## config.mk

```make
export PLATFORM = sky130hd
export DESIGN_NAME = rst_seq_ctrl
export DESIGN_NICKNAME = d
export VERILOG_FILES = /design/src/rtl/rst_seq_ctrl.sv
export SDC_FILE = /design/constraint.sdc
export NUM_CORES = 1
export LEC_CHECK = 0
export ABC_AREA = 1
export BUFFER_PORTS_ARGS = -buffer_cell sky130_fd_sc_hd__buf_2
export CAP_MARGIN = 20
export CORE_MARGIN = 1
export CORE_UTILIZATION = 61
export CTS_CLUSTER_DIAMETER = 200
export DETAILED_ROUTE_END_ITERATION = 10
export PLACE_DENSITY = 0.84
export REMOVE_ABC_BUFFERS = 1
export SLEW_MARGIN = 10
export SYNTH_ARGS = -nofsm -noshare
export SYNTH_HDL_FRONTEND = slang
export SYNTH_SLANG_ARGS = --single-unit
```

## constraint.sdc

```tcl
create_clock -name clk -period 3.25 [get_ports clk]
set_clock_uncertainty 0.1 [all_clocks]
set_input_delay 0.8125 -clock clk [delete_from_list [all_inputs] [get_ports clk]]
set_output_delay 0.8125 -clock clk [all_outputs]
set_load 0.02 [all_outputs]
```

## src/rtl/rst_seq_ctrl.sv

```systemverilog
// rst_seq_ctrl: reset/power-up sequencer for the FPGA SoC top.
// Synchronizes and debounces the board reset button and wake pin, waits for a
// stable MMCM lock, then releases peripheral reset and the SoC AON external
// reset in a fixed counted order. Lock loss or a button press re-runs it.
// Optional MMCM lock watchdog: define RST_SEQ_LOCK_WDOG_EN.
module rst_seq_ctrl #(
  parameter int unsigned DBNC_CYCLES     = 16,
  parameter int unsigned LOCK_HOLD       = 64,
  parameter int unsigned SOC_DELAY       = 16,
  parameter int unsigned LOCK_TIMEOUT    = 4096,
  parameter int unsigned MMCM_RST_CYCLES = 8
) (
  input  logic       clk,
  input  logic       rst_n,
  input  logic       ext_rst_n_i,
  input  logic       wakeup_n_i,
  input  logic       mmcm_locked_i,
  output logic       periph_rst_o,
  output logic       soc_erst_n_o,
  output logic       dwakeup_n_o,
  output logic       mmcm_rst_o,
  output logic [2:0] seq_state_o,
  output logic [7:0] rst_cnt_o
);

  typedef enum logic [2:0] {
    ST_RESET      = 3'd0,
    ST_WAIT_LOCK  = 3'd1,
    ST_HOLD       = 3'd2,
    ST_PERIPH_UP  = 3'd3,
    ST_RUN        = 3'd4,
    ST_LOCK_RETRY = 3'd5
  } state_e;

  // Shared sequence counter must hold the largest terminal count in use.
  localparam int unsigned MAX_AB  = (LOCK_HOLD > SOC_DELAY) ? LOCK_HOLD : SOC_DELAY;
  localparam int unsigned MAX_CD  = (LOCK_TIMEOUT > MMCM_RST_CYCLES) ? LOCK_TIMEOUT : MMCM_RST_CYCLES;
  localparam int unsigned CNT_MAX = (MAX_AB > MAX_CD) ? MAX_AB : MAX_CD;
  localparam int unsigned CNT_W   = $clog2(CNT_MAX);
  localparam int unsigned DBNC_W  = $clog2(DBNC_CYCLES);

  localparam logic [DBNC_W-1:0] DBNC_LAST = DBNC_W'(DBNC_CYCLES - 1);
  localparam logic [CNT_W-1:0]  HOLD_LAST = CNT_W'(LOCK_HOLD - 1);
  localparam logic [CNT_W-1:0]  SOC_LAST  = CNT_W'(SOC_DELAY - 1);
`ifdef RST_SEQ_LOCK_WDOG_EN
  localparam logic [CNT_W-1:0]  TIMEOUT_LAST = CNT_W'(LOCK_TIMEOUT - 1);
  localparam logic [CNT_W-1:0]  RETRY_LAST   = CNT_W'(MMCM_RST_CYCLES - 1);
`endif

  // Synchronizer bit order: {ext, wake, lock}; reset value ext=0, wake=1, lock=0.
  localparam logic [2:0] SYNC_RST = 3'b010;

  logic [2:0]        sync1_q, sync1_d, sync2_q, sync2_d;
  logic              ext_f_q, ext_f_d, wake_f_q, wake_f_d;
  logic [DBNC_W-1:0] ext_dc_q, ext_dc_d, wake_dc_q, wake_dc_d;
  state_e            state_q, state_d;
  logic [CNT_W-1:0]  cnt_q, cnt_d;
  logic [7:0]        rst_cnt_q, rst_cnt_d;

  logic ext_s, wake_s, lock_s;
  assign ext_s  = sync2_q[2];
  assign wake_s = sync2_q[1];
  assign lock_s = sync2_q[0];

  // Two-flop synchronizer shift and debounce filters for ext and wake.
  always_comb begin
    // NOTE: every comb output gets a default first so no path can infer a latch.
    sync1_d   = {ext_rst_n_i, wakeup_n_i, mmcm_locked_i};
    sync2_d   = sync1_q;
    ext_f_d   = ext_f_q;
    ext_dc_d  = '0;
    wake_f_d  = wake_f_q;
    wake_dc_d = '0;
    if (ext_s != ext_f_q) begin
      if (ext_dc_q == DBNC_LAST) ext_f_d  = ext_s;
      else                       ext_dc_d = ext_dc_q + 1'b1;
    end
    if (wake_s != wake_f_q) begin
      if (wake_dc_q == DBNC_LAST) wake_f_d  = wake_s;
      else                        wake_dc_d = wake_dc_q + 1'b1;
    end
  end

  // Input conditioning registers.
  always_ff @(posedge clk) begin
    // NOTE: sequential state uses non-blocking assignments so every flop samples pre-edge values.
    if (!rst_n) begin
      sync1_q   <= SYNC_RST;
      sync2_q   <= SYNC_RST;
      ext_f_q   <= 1'b0;
      ext_dc_q  <= '0;
      wake_f_q  <= 1'b1;
      wake_dc_q <= '0;
    end else begin
      sync1_q   <= sync1_d;
      sync2_q   <= sync2_d;
      ext_f_q   <= ext_f_d;
      ext_dc_q  <= ext_dc_d;
      wake_f_q  <= wake_f_d;
      wake_dc_q <= wake_dc_d;
    end
  end

  // Next-state, shared counter and RUN-exit counter.
  always_comb begin
    state_d = state_q;
    if (!ext_f_q) begin
      state_d = ST_RESET;
    end else begin
      case (state_q)
        ST_RESET:     state_d = ST_WAIT_LOCK;
        ST_WAIT_LOCK: begin
          if (lock_s) state_d = ST_HOLD;
`ifdef RST_SEQ_LOCK_WDOG_EN
          else if (cnt_q == TIMEOUT_LAST) state_d = ST_LOCK_RETRY;
`endif
        end
        ST_HOLD: begin
          if (!lock_s)                 state_d = ST_WAIT_LOCK;
          else if (cnt_q == HOLD_LAST) state_d = ST_PERIPH_UP;
        end
        ST_PERIPH_UP: begin
          if (!lock_s)                state_d = ST_WAIT_LOCK;
          else if (cnt_q == SOC_LAST) state_d = ST_RUN;
        end
        ST_RUN: begin
          if (!lock_s) state_d = ST_WAIT_LOCK;
        end
        ST_LOCK_RETRY: begin
`ifdef RST_SEQ_LOCK_WDOG_EN
          if (cnt_q == RETRY_LAST) state_d = ST_WAIT_LOCK;
`else
          state_d = ST_WAIT_LOCK;
`endif
        end
        default:      state_d = ST_RESET;
      endcase
    end

    // Counter value is only meaningful in timed states; elsewhere it may wrap freely.
    cnt_d = (state_d != state_q) ? '0 : cnt_q + 1'b1;

    rst_cnt_d = rst_cnt_q;
    if (state_q == ST_RUN && state_d != ST_RUN && rst_cnt_q != 8'hFF)
      rst_cnt_d = rst_cnt_q + 8'd1;
  end

  // Sequencer state register.
  always_ff @(posedge clk) begin
    if (!rst_n) begin
      state_q   <= ST_RESET;
      cnt_q     <= '0;
      rst_cnt_q <= '0;
    end else begin
      state_q   <= state_d;
      cnt_q     <= cnt_d;
      rst_cnt_q <= rst_cnt_d;
    end
  end

  // Moore output decode from the registered state.
  always_comb begin
    periph_rst_o = !(state_q == ST_PERIPH_UP || state_q == ST_RUN);
    soc_erst_n_o = (state_q == ST_RUN);
`ifdef RST_SEQ_LOCK_WDOG_EN
    mmcm_rst_o   = (state_q == ST_LOCK_RETRY);
`else
    mmcm_rst_o   = 1'b0;
`endif
    dwakeup_n_o  = wake_f_q;
    seq_state_o  = state_q;
    rst_cnt_o    = rst_cnt_q;
  end

endmodule

```

; Word level (Yosys, flattened, before mapping)
; Index checks and enable logic that the tools add are counted.
[word_totals]
ff_bits = 39
in_bits = 5
out_inout_bits = 15
wordCells = 49
[classes]
addsub = 4
n_eq_ne = 14
mux = 8
n_bitwise = 3
reduce_logical = 11
[op_table]
columns = operator, count
row1 = $mux W3, 7
row2 = $pmux W3 S5, 1
row3 = $add A12 B1 Y12 const B, 1
row4 = $eq A12 B4 Y1 const B, 1
row5 = $eq A12 B6 Y1 const B, 1
row6 = $add A4 B1 Y4 const B, 2
row7 = $add A8 B1 Y8 const B, 1
row8 = $eq A4 B4 Y1 const B, 2
row9 = $ne A8 B8 Y1 const B, 1
row10 = $eq A3 B2 Y1 const B, 2
row11 = $eq A3 B3 Y1 const B, 2
row12 = $reduce_or A3 Y1, 2
row13 = $reduce_and A2 Y1, 2
row14 = $reduce_or A2 Y1, 2
row15 = $eq A3 B1 Y1 const B, 1
row16 = $logic_not A3 Y1, 1
row17 = $ne A3 B3 Y1, 1
row18 = $ne A3 B3 Y1 const B, 1
row19 = $not A1 Y1, 3
row20 = $logic_and A1 B1 Y1, 2
row21 = $ne A1 B1 Y1, 2
row22 = $logic_not A1 Y1, 1
row23 = $logic_or A1 B1 Y1, 1

; Depth between registers and ports, before layout
[logic_depth]
depth_word = 8
depth_mapped = 13
ltp_nobuf = 12

; Worst setup path before layout
; OpenSTA, ideal clock, no wires.
[synth_timing]
path_kind = register to output
startpoint = register state_q[1], in the netlist seq_state_o[1]
endpoint = output port periph_rst_o
t_arrival_ps = 1008
required_ps = 2338
slack_ps = 1330
path_stages_with_launch = 5
path_buffers = 0
path_cell_list = dfxtp_1 nor2_1 nand2_1 inv_2 nor2_2
[synth_between]
elab_chain_cells = 3
elab_cells_between_ends = 4
classes_between = eq/ne: 2 / reduce/logical: 2
[synth_rtl]
columns = element, line_no
row1 = "start, declared", 56  ; state_e state_q, state_d;
row2 = "start signal, assigned", 155  ; state_q <= state_d;
row3 = $eq A3 B3 Y1, n/a
row4 = via soc_erst_n_o, 19  ; output logic soc_erst_n_o,
row5 = $logic_or A1 B1 Y1, 163  ; periph_rst_o = !(state_q == ST_PERIPH_UP || state_q == ST_RUN);
row6 = $logic_not A1 Y1, 163
row7 = "end, declared", 18  ; output logic periph_rst_o,
; The timed path passes the listed nets, and every way through them passes these cells.

; Final worst setup path
[layout_timing]
startpoint = register state_q[0], in the netlist seq_state_o[0]
endpoint = output port periph_rst_o
[layout_between]
elab_chain_cells = 3
elab_cells_between_ends = 4
classes_between = eq/ne: 2 / reduce/logical: 2
[layout_rtl]
columns = element, line_no
row1 = $eq A3 B2 Y1 or $eq A3 B3 Y1 (tied branches), 163
row2 = $logic_or A1 B1 Y1 (*), 163
row3 = $logic_not A1 Y1 (*), 163
; Every way passes the cells marked *; elsewhere a longest branch is shown, timed or not.

==> results_dict.tcl <==
set metrics [dict create \
    synth_cell_types 26 \
    finalCriticalPeriod_ns 2.26 \
    grt_pass1_vias 1344 \
    synth_top_cell_area_share_pct 44.8 \
    end_kind "output port" \
    multi_input_area_um2 810 \
    synth-edff-count 0 \
    cts.clk_slew.worst_paths_ns 0.12 \
    critical_path_required_ns 2.34 \
    post_cts_buffers 0 \
    design_area_um2 1940 \
    cts.sinks 39 \
    fin_crit_sh_pct 69.5 \
    synthCells 229 \
    num_vias 1391 \
    drive_gt1_share_pct 18.3 \
    critPathKind "flip-flop to output port" \
    power_mw 0.858 \
    port_buffers 18 \
    power_leakage_nw 0.839 \
    fp.dieW_um 55.5 \
    synth.most_common_cell "dfxtp_1" \
    overflow 0 \
    grt_max_degree 16 \
    ios 20 \
    drt_wl_total_um 2930 \
    ys_seq_area_share_pct 44.8 \
    max_freq_mhz 442 \
    syn_to_final_growth_pct 11.0 \
    antenna_found_initial 0 \
    dp_worst_setup_slack_ns 1.36 \
    ff2ff_path_depth 11 \
    cts_buffers 5 \
    p_per_area_nw_per_um2 443 \
    n_fill_cell 240 \
    cp.arrival_ns 1.35 \
    nNetsFinal 260 \
    synth.avg_cell_area_um2 7.62 \
    grt_util_all_layers_pct 22.7 \
    maxCapViolations 0 \
    peakVddDrop_mv 0.408 \
    setup_tns_ns 0 \
    root_buffer "clkbuf_4" \
    regArea_um2 781 \
    fin_ws_ns 0.990 \
    rows 19 \
    clk_path_buf_depth 2 \
    core_area_um2 2730 \
    cts_resized 0 \
    rsz0062_at_grt "no" \
    start_util_pct 63.8 \
    drt_pre_antenna_iters 4 \
    async_flop_share_pct 0 \
    setup_viol 0 \
    dpl-instance-area_um2 1850 \
    netlist_area_um2 1740 \
    ys_top_cells_by_area "dfxtp_1 45%, nor2_1 7.5%, inv_1 7.3%" \
    hold_buffers 0 \
    min_path_cells 1 \
    dp_cells 275 \
    ys.flop_type "dfxtp_1" \
    die_area_um2 3080 \
    gp_congestion 0.899 \
    wl_per_cell_um 10.4 \
    hold_class "flip-flop to flip-flop" \
    dp_hpwl_um 2120 \
    synth_common_cells "39 x dfxtp_1, 35 x nor2_1, 34 x inv_1, 32 x nand2_1, 19 x nand3_1" \
    grt_pass1_wl_um 5480 \
    path_max_fanout 7 \
    synth-warning-count 0 \
    synth-seq-cells 39 \
    cts_tree "built" \
    num_antenna_cells 0 \
    finalHoldViolCount 0 \
    crit_path_start_kind "flip-flop" \
    stdcell_count 283 \
    outcome "finished clean" \
    vias_per_cell 4.92 \
    detail-route-antenna-nets 0 \
    drc 0 \
    drv_slew 0 \
    drt_iter0_drc 52 \
    clk-insertion-delay-late_ns 0.36 \
    yosys.area.top_type "dfxtp_1" \
    htree_levels 2 \
    die_y_um 55.5 \
]
metrics by stage:
| stage | utilization (%) | hold WS (ns) |
|---|---|---|
| floorplan | - | 0.290 |
| global placement | 67.7 | 0.293 |
| detailed placement | 67.7 | 0.301 |
| CTS | 70.8 | 0.327 |
| global route | 70.8 | 0.351 |
| finish | 70.8 | 0.321 |
cells in the final DEF (no fill, tap or decap):
| master | Yosys | layout |
|---|---|---|
| a21oi_1 | 11 | 11 |
| and3_1 | 1 | 1 |
| o211ai_1 | 2 | 2 |
| nor2_4 | 1 | 1 |
| nor3_1 | 3 | 3 |
| xor2_1 | 6 | 6 |
| dfxtp_1 | 39 | 39 |
| nand4_1 | 2 | 2 |
| nand3b_1 | 1 | 1 |
| clkbuf_4 | 0 | 5 |
| clkbuf_8 | 0 | 1 |
| or2_2 | 2 | 2 |
| conb_1 | 1 | 1 |
| o21ai_0 | 8 | 8 |
| ha_1 | 4 | 4 |
| bufinv_16 | 0 | 1 |
| nand3_2 | 2 | 2 |
| inv_2 | 1 | 1 |
| clkinv_2 | 0 | 1 |
| nor2_2 | 12 | 12 |
| nand2_2 | 1 | 1 |
| inv_1 | 34 | 34 |
| nor2_1 | 35 | 35 |
| nand2_1 | 32 | 32 |
| nor3_2 | 1 | 1 |
| nand3_1 | 19 | 19 |
| buf_2 | 0 | 18 |
| xnor2_1 | 8 | 8 |
sequential cells by signal, indices dropped and copies added (netlist names):
name         flops
cnt_q           12
dwakeup_n_o      1
ext_dc_q         4
ext_f_q          1
rst_cnt_o        8
seq_state_o      3
sync1_q          3
sync2_q          3
wake_dc_q        4
worst paths after layout:
path | startpoint | end | slack [ns]
setup reg to reg | cnt_q[0] | cnt_q[0] | 1.36
setup / recovery | seq_state_o[0] | periph_rst_o | 0.99
hold reg to reg | sync1_q[1] | sync2_q[1] | 0.32
hold / removal | sync1_q[1] | sync2_q[1] | 0.32
layout make-up:
cell class | count | area share, %
inverter | 35 | 6.78
multi-input combinational | 152 | 41.8
clock inverter | 2 | 1.81
tap | 31 | 2.00
clock buffer | 6 | 2.65
timing repair buffer | 18 | 4.65
sequential | 39 | 40.3
report_power, final:
part | total, mW | internal (mW) | switching, mW
Clock | 0.343 | 0.182 | 0.162
Sequential | 0.489 | 0.485 | 0.00421
Combinational | 0.0249 | 0.00918 | 0.0157
worst max-delay path, cell delays in order (launching register included):
cell and delay, ns:
dfxtp_1 0.47, nor2_1 0.08, nand2_1 0.10, inv_2 0.05, nor2_2 0.11, buf_2 0.18
per-layer routing:
layer  GRT usage (%)  vias up  routed length (um)
li1                -      754                   -
met3            4.92       10                  94
met5               0        -                   0
met2            35.8       24                1320
met1            28.3      603                1420
met4            13.9        0                  97
cell families after synthesis:
logic type,count (synthesis),share of synthesized area (%)
simple gates,112,30.0
flops,39,44.8
buf+inv,38,8.82
compound gates,21,6.31
xor+xnor,14,7.03
fa+ha+maj,4,2.87
other cells,1,0.215
No activity file was read; power rests on OpenSTA's default activity.
